**src/rtl/acq_seq_pkg.sv**
```systemverilog
// Types for the acquisition sequencer.
// state_t enumerates the sequencer states:
//   IDLE - no sequence active
//   RST  - reset the acquisition block
//   ARM  - start the acquisition block
//   WTRG - wait for a trigger (optionally with timeout)
//   WLST - wait for the last sample of the acquisition
//   HOLD - holdoff delay between acquisitions
package acq_seq_pkg;

  typedef enum logic [2:0] {
    IDLE = 3'd0,
    RST  = 3'd1,
    ARM  = 3'd2,
    WTRG = 3'd3,
    WLST = 3'd4,
    HOLD = 3'd5
  } state_t;

endpackage

```
**src/rtl/evn_pkg.sv**
```systemverilog
// Event-pulse bundle shared between sequencers and the acquisition block.
// evn_t carries four single-cycle strobes:
//   rst - reset the acquisition block before a new acquisition
//   str - start (arm) an acquisition
//   stp - stop an acquisition in progress (abort)
//   swt - software trigger, issued when no hardware trigger arrives in time
package evn_pkg;

  typedef struct packed {
    logic rst;
    logic str;
    logic stp;
    logic swt;
  } evn_t;

endpackage

```
**src/rtl/acq_seq.sv**
```systemverilog
// Acquisition sequencer: runs a sequence of acquisitions on an external
// acquisition block (reset, start, wait trigger, wait last sample, holdoff).
// Ports:
//   clk, rst          - clock, asynchronous active-high reset
//   ctl_run, ctl_abt  - start-sequence and abort pulses
//   cfg_num           - acquisitions per sequence (0 = continuous)
//   cfg_dly           - holdoff cycles between acquisitions
//   cfg_tmo           - trigger timeout in cycles (0 = no timeout)
//   sts_trg, sts_lst  - trigger accepted / last sample, from the acquisition block
//   evo               - registered event pulses to the acquisition block
//   sts_run           - sequence active
//   sts_cnt           - acquisitions completed in the current sequence
//   sts_abt           - sticky: last sequence was aborted
//   irq               - one-cycle pulse when a finite sequence completes
module acq_seq
  import acq_seq_pkg::*;
#(
  parameter int NW = 16,
  parameter int TW = 32
) (
  input  logic              clk,
  input  logic              rst,
  input  logic              ctl_run,
  input  logic              ctl_abt,
  input  logic [NW-1:0]     cfg_num,
  input  logic [TW-1:0]     cfg_dly,
  input  logic [TW-1:0]     cfg_tmo,
  input  logic              sts_trg,
  input  logic              sts_lst,
  output evn_pkg::evn_t     evo,
  output logic              sts_run,
  output logic [NW-1:0]     sts_cnt,
  output logic              sts_abt,
  output logic              irq
);

  state_t        state, state_nxt;
  logic [TW-1:0] ctr, ctr_nxt;
  evn_pkg::evn_t evo_nxt;
  logic          run_nxt, abt_nxt, irq_nxt;
  logic [NW-1:0] cnt_nxt, cnt_inc;
  logic          abort, fin, tmo_hit;

  // Abort only matters while a sequence is active.
  assign abort   = ctl_abt && (state != IDLE);
  // Count after this acquisition; wraps naturally in continuous mode.
  assign cnt_inc = sts_cnt + NW'(1);
  assign fin     = (cfg_num != '0) && (cnt_inc == cfg_num);
  assign tmo_hit = (cfg_tmo != '0) && (ctr == cfg_tmo - TW'(1));

  // State register, shared counter and registered outputs.
  always_ff @(posedge clk or posedge rst) begin
    if (rst) begin
      state   <= IDLE;
      ctr     <= '0;
      evo     <= '0;
      sts_run <= 1'b0;
      sts_cnt <= '0;
      sts_abt <= 1'b0;
      irq     <= 1'b0;
    end else begin
      state   <= state_nxt;
      ctr     <= ctr_nxt;
      evo     <= evo_nxt;
      sts_run <= run_nxt;
      sts_cnt <= cnt_nxt;
      sts_abt <= abt_nxt;
      irq     <= irq_nxt;
    end
  end

  // Next state and shared counter.
  always_comb begin
    state_nxt = state;
    ctr_nxt   = ctr;
    if (abort) begin
      state_nxt = IDLE;
    end else begin
      unique case (state)
        IDLE: if (ctl_run) state_nxt = RST;
        RST:  state_nxt = ARM;
        ARM: begin
          state_nxt = WTRG;
          ctr_nxt   = '0;
        end
        WTRG: begin
          // A last sample implies the trigger already happened.
          if (sts_lst) begin
            state_nxt = fin ? IDLE : HOLD;
            ctr_nxt   = '0;
          end else if (sts_trg || tmo_hit) begin
            state_nxt = WLST;
          end else begin
            ctr_nxt = ctr + TW'(1);
          end
        end
        WLST: begin
          if (sts_lst) begin
            state_nxt = fin ? IDLE : HOLD;
            ctr_nxt   = '0;
          end
        end
        HOLD: begin
          // Compared before incrementing, so cfg_dly=0 leaves after one cycle.
          if (ctr >= cfg_dly) state_nxt = RST;
          else                ctr_nxt   = ctr + TW'(1);
        end
        default: state_nxt = IDLE;
      endcase
    end
  end

  // Next values of the registered outputs.
  always_comb begin
    evo_nxt = '0;
    run_nxt = sts_run;
    cnt_nxt = sts_cnt;
    abt_nxt = sts_abt;
    irq_nxt = 1'b0;
    if (abort) begin
      evo_nxt.stp = 1'b1;
      abt_nxt     = 1'b1;
      run_nxt     = 1'b0;
    end else begin
      unique case (state)
        IDLE: begin
          if (ctl_run) begin
            cnt_nxt = '0;
            abt_nxt = 1'b0;
            run_nxt = 1'b1;
          end
        end
        RST: evo_nxt.rst = 1'b1;
        ARM: evo_nxt.str = 1'b1;
        WTRG, WLST: begin
          if (sts_lst) begin
            cnt_nxt = cnt_inc;
            if (fin) begin
              irq_nxt = 1'b1;
              run_nxt = 1'b0;
            end
          end else if ((state == WTRG) && !sts_trg && tmo_hit) begin
            evo_nxt.swt = 1'b1;
          end
        end
        default: ;
      endcase
    end
  end

endmodule

```
**config.mk**
```make
export PLATFORM = sky130hd
export DESIGN_NAME = acq_seq
export DESIGN_NICKNAME = d
export VERILOG_FILES = /design/src/rtl/acq_seq_pkg.sv /design/src/rtl/evn_pkg.sv /design/src/rtl/acq_seq.sv
export SDC_FILE = /design/constraint.sdc
export NUM_CORES = 1
export LEC_CHECK = 0
export CAP_MARGIN = 20
export CORE_MARGIN = 1.5
export CORE_UTILIZATION = 54
export CTS_BUF_LIST = sky130_fd_sc_hd__clkbuf_16
export DETAILED_ROUTE_END_ITERATION = 6
export PLACE_DENSITY = 0.84
export SETUP_SLACK_MARGIN = 0.5
export SLEW_MARGIN = 20
export SYNTH_ARGS = -nofsm -noshare
export SYNTH_HDL_FRONTEND = slang
export SYNTH_SLANG_ARGS = --single-unit
```
**constraint.sdc**
```tcl
create_clock -name clk -period 4.4 [get_ports clk]
set_input_delay 0.66 -clock clk [delete_from_list [all_inputs] [get_ports clk]]
set_output_delay 0.66 -clock clk [all_outputs]
set_load 0.01 [all_outputs]
```
Yosys cells after proc, flatten, opt, wreduce, memory -nomap -nowiden
Cells that the tools add are included.

$add $sub $neg: 3. $lt $le $gt $ge: 1. Eq/ne operators: 18. Multiplexer cells: 36. Bitwise operators: 1. Reductions and logical operators: 22.

Operators with widths (number): $mux 32 (4); $pmux 32 s4 (1); $add 32x1->32 const B (1); $eq 32x32->1 (1); $ge 32x32->1 (1); $mux 16 (2); $pmux 16 s2 (1); $reduce_bool 32->1 (1); $sub 32x1->32 const B (1); $mux 3 (7); $mux 1 (18); $ne 3x3->1 const B (6); $pmux 3 s6 (1); $add 16x1->16 const B (1); $eq 16x16->1 (1); $reduce_bool 16->1 (1); $reduce_and 4->1 (3); $ne 2x2->1 const B (4); $eq 3x2->1 const B (2); $eq 3x3->1 const B (2); $reduce_bool 2->1 (3); $reduce_bool 3->1 (2); $logic_and 1x1->1 (5); $reduce_and 5->1 (1); other kinds (11) (11).

Bits in registers: 58. Output and inout port bits: 23. Logic and storage cells: 91.

Longest topological paths before layout
Word-level depth: 8. Gate-level depth with buffers: 12.

Worst setup path after synthesis
OpenSTA, ideal clock, no wires.

Path kind: input -> register. Start: in cfg_tmo[4]. End: reg ctr[12]. Library setup time: 0.138 ns. Arrival: 3.573 ns. Data required time: 4.262 ns. Path slack: 0.689 ns. Cell stages on the path: 10. Buffers on the path: 2. Cells stage by stage: or4_1 buf_2 or4_4 nor3_2 a41oi_1 or4_1 or4_4 a21oi_4 buf_6 o41ai_1.

Word-level cells in the longest chain between the ends: 6. Elaborated cells on any way between the ends: 7. Classes of those cells: 1 x add/sub; 2 x eq/ne; 4 x reduce/logical.

RTL lines: from (decl) (RTL line acq_seq.sv:27) `input logic [TW-1:0] cfg_tmo,`; $sub 32x1->32 (RTL line acq_seq.sv:49) `assign tmo_hit = (cfg_tmo != '0) && (ctr == cfg_tmo - TW'(1));`; $eq 32x32->1 (RTL line acq_seq.sv:49); $logic_and 1x1->1 * (RTL line acq_seq.sv:49); $logic_or 1x1->1 * (RTL line acq_seq.sv:91) `end else if (sts_trg || tmo_hit) begin`; $ne 3x3->1 (no source line) *; $reduce_and 5->1 (no source line) *; to (signal assigned) (RTL line acq_seq.sv:63) `ctr <= ctr_nxt;`; to (decl) (RTL line acq_seq.sv:38) `logic [TW-1:0] ctr, ctr_nxt;`.

Every way passes the cells marked *; elsewhere a longest branch is shown, timed or not. A chain may end at the register's enable or synchronous reset.

Final worst setup path
Start: in cfg_tmo[3]. End: reg ctr[17].

The elaborated chain is that of the path after synthesis.

==> flow_summary.ini <==
[clock_tree]
max-clock-path-buffers = 2
cts_tree = built
path_clk_slew_ns = 0.05
cts_sinks = 58
cts_max_level = 3
cts_buffers = 9
cts-root-buf = clkbuf_16
clk_latency_ns = 0.33

[route]
drt-vias-per-instance = 6.53
drt-pass1-iter-count = 5
drt_iter0_drc = 635
drc_errors = 0
ant_nets = 0
routedWlPerCell_um = 18.9
wl_um = 18900
vias = 6530

[worst_setup_path]
critical_path_arrival_ns = 4.00
reg2reg_slack_ns = 1.03
endpoint_kind = flop
start_kind = input pin
critPathCapture = ctr[17]
r2r-start = ctr[15]
cp_max_fo = 10
crit_type = in2reg
cp.required_ns = 4.59
r2r.worst_path.cells = 9
cp-startpoint = cfg_tmo[3]
regToRegEndpoint = ctr[17]

[power_and_ir_drop]
vdd_drop_max_uv = 244
swShare_pct = 36.3
combPwrFrac_pct = 36.0
p_leak_nw = 3.30
sequentialPowerShare_pct = 32.7
p_switching_mw = 0.787
p_int_mw = 1.38
power_frac_clock_pct = 31.3
p_per_area_nw_per_um2 = 280

[yosys]
synth-seq-area-share_pct = 24.9
netlist_area_um2 = 5830
synth.avg_cell_area_um2 = 7.86
synth_cell_types = 66
synth_area_leader_cell = dfrtp_1
ys_dominant_reg_cell = dfrtp_1
async_flop_share_pct = 100
yosys_warnings = 0
synthCells = 741
synth_top_area_share_pct = 24.9
yosys-top-cells-area = dfrtp_1 (25%), ha_1 (7.7%), o41ai_1 (6.6%)
syn_nets = 863
ys_ff_latch = 58
synth_enable_flop_cells = 0

[finish]
fin_util_pct = 74.2
nFillCells = 812
final_nets = 981
area_growth_pct = 32.6
layout-drive-gt1-share_pct = 11.5
seqCellArea_um2 = 1450
diodes = 0
fin_area_um2 = 7730
multi_input_area_um2 = 4170

[floorplan]
fp.dieH_um = 107
die_w_um = 107
rows = 37
io_pins = 109
die-area_um2 = 11400
start_util_pct = 55.9
core_um2 = 10400

[global_route]
grt_max_degree = 59
busiest_layer = met2
grt_pass1_wl_um = 30100
track_usage_pct = 32.7
globalRouteMet2Util_pct = 55.6
globalRouteOverflowTotal = 0
grt_pass1_vias = 6187
antenna_found_initial = 0
grt_util_met3_pct = 5.11
grt_util_met1_pct = 43.3

[timing]
tns_ns = 0
skew_ns = 0.00557
whs_ns = 0.561
fmax_mhz = 263
finalHoldViolCount = 0
period_needed_ns = 3.81
worstMarginPinSlew_ns = 0.970
slew_violations = 0
setup_ws_ns = 0.591
min_period_over_period_pct = 86.6
slew_headroom_pct = 35.3
rsz0062_at_grt = false
setup_viol = 0

[placed_design]
pre_cts_slack_ns = 0.127
numPortBuffers = 108
place_area_um2 = 7180
dp_hpwl_um = 14000
globalplace.congestion = 0.904

[worst_hold_path]
hp-class = reg2reg

[outcome]
status = finished clean

[job]
drv_cap = 0
-- synth_stat cells, types with 3 or more instances --
cell type,number
a21o_1,5
a31oi_1,14
a21boi_0,4
nor3_2,3
a31o_2,3
o211ai_1,3
a21oi_1,29
nand3_1,31
and2_1,7
ha_1,36
and3_1,14
xnor2_1,25
and4_1,6
nor3_1,18
o21ai_0,38
o2111ai_1,3
a211oi_1,4
nor3b_1,4
nor2b_1,7
nor4b_1,5
clkbuf_1,36
nand3b_1,3
buf_6,3
or2_2,4
o31ai_1,22
o21a_1,3
nor4_1,19
or3_1,9
o41ai_1,44
dfrtp_1,58
buf_2,3
nand2b_1,7
o22ai_1,4
a2111oi_0,4
nor2_1,75
nand4_1,17
inv_1,49
nand2_1,44
mux2i_1,5
xor2_1,29
nand4b_1,5
or4_1,9
-- final cells by class --
type	count	area share, %
Multi-Input combinational cell	592	54.0
Sequential cell	58	18.8
Clock inverter	7	0.794
Timing Repair Buffer	149	19.0
Clock buffer	9	2.91
Inverter	49	2.38
Tap cell	136	2.20
-- how the worst min path moves through the flow --
stage | startpoint | endpoint | slack, ns | cells after the start
after floorplan | ctr[31] | ctr[31] | 0.50 | 1
after global placement | sts_abt | sts_abt | 0.53 | 1
after detailed placement | sts_abt | sts_abt | 0.54 | 1
after CTS | sts_abt | sts_abt | 0.56 | 1
after global routing | sts_abt | sts_abt | 0.57 | 1
final | sts_abt | sts_abt | 0.56 | 1
-- per-layer routing --
layer,wire [µm],vias up
met1,7890,3095
met4,472,0
met5,0,-
met3,1350,50
li1,-,3048
met2,9230,337
-- sequential cells by signal (all words and copies together), names as in the netlist --
register / cells
ctr: 32
sts_cnt: 16
evo: 4
state: 3
irq: 1
sts_abt: 1
sts_run: 1
-- power by group through the flow --
stage | clock [mW] | sequential [mW] | combinational, mW
finish | 0.678 | 0.708 | 0.780
global route | 0.708 | 0.716 | 0.852
CTS | 0.678 | 0.704 | 0.748
detailed placement | 0 | 0.712 | 0.739
global placement | 0 | 0.710 | 0.709
floorplan | 0 | 0.661 | 0.490
-- kinds of logic (layout without fill, tap and decap cells) --
| group | after synthesis | count (layout) | share of synthesized area, % |
|---|---|---|---|
| and+or+nand+nor | 295 | 295 | 27.3 |
| xor gates and xnor gates | 55 | 55 | 8.53 |
| muxes | 5 | 5 | 0.859 |
| AOI/OAI and AO/OA | 201 | 201 | 24.4 |
| DFF | 58 | 58 | 24.9 |
| buffers and inverters | 91 | 214 | 6.31 |
| adders and majority gates | 36 | 36 | 7.73 |
-- worst max-delay path, cell delays in order --
cell             delay [ns]
clkdlybuf4s50_1        0.56
or4_4                  0.57
o41ai_2                0.34
o32ai_1                0.14
or4_4                  0.53
or4_4                  0.58
a21oi_4                0.31
clkbuf_16              0.23
o31ai_1                0.08
-- metrics by stage --
step / power [mW] / cells
6_report: 2.17 / 1000
5_1_grt: 2.28 / 1000
4_1_cts: 2.13 / 993
3_5_place_dp: 1.45 / 977
3_3_place_gp: 1.42 / 977
2_1_floorplan: 1.15 / 741
-- placed cells by master, fill, tap and decap left out, drive strengths merged, types with 5 or more instances in the layout --
cell and count:
nor4b 5, xor2 29, and2 7, inv 50
nand2b 7, and4 6, o31ai 22, or3 9
buf 39, nor3 21, a21oi 30, nand4 17
nor4 21, mux2i 5, o41ai 44, nand3 31
o21ai 40, ha 36, nand2 44, clkdlybuf4s50 98
and3 14, xnor2 25, dfrtp 58, or4 11
clkbuf 11, nand4b 5, a31oi 14, dlymetal6s2s 10
nor2 75, nor2b 7, a21o 5
-- repair_timing --
action	CTS	global route
gates resized for setup	4	36
cloned	0	2
pin swaps	0	3
buffers inserted	0	5
setup endpoints to repair	31	32
hold buffers	0	0
No activity file was read; power rests on OpenSTA's default activity.
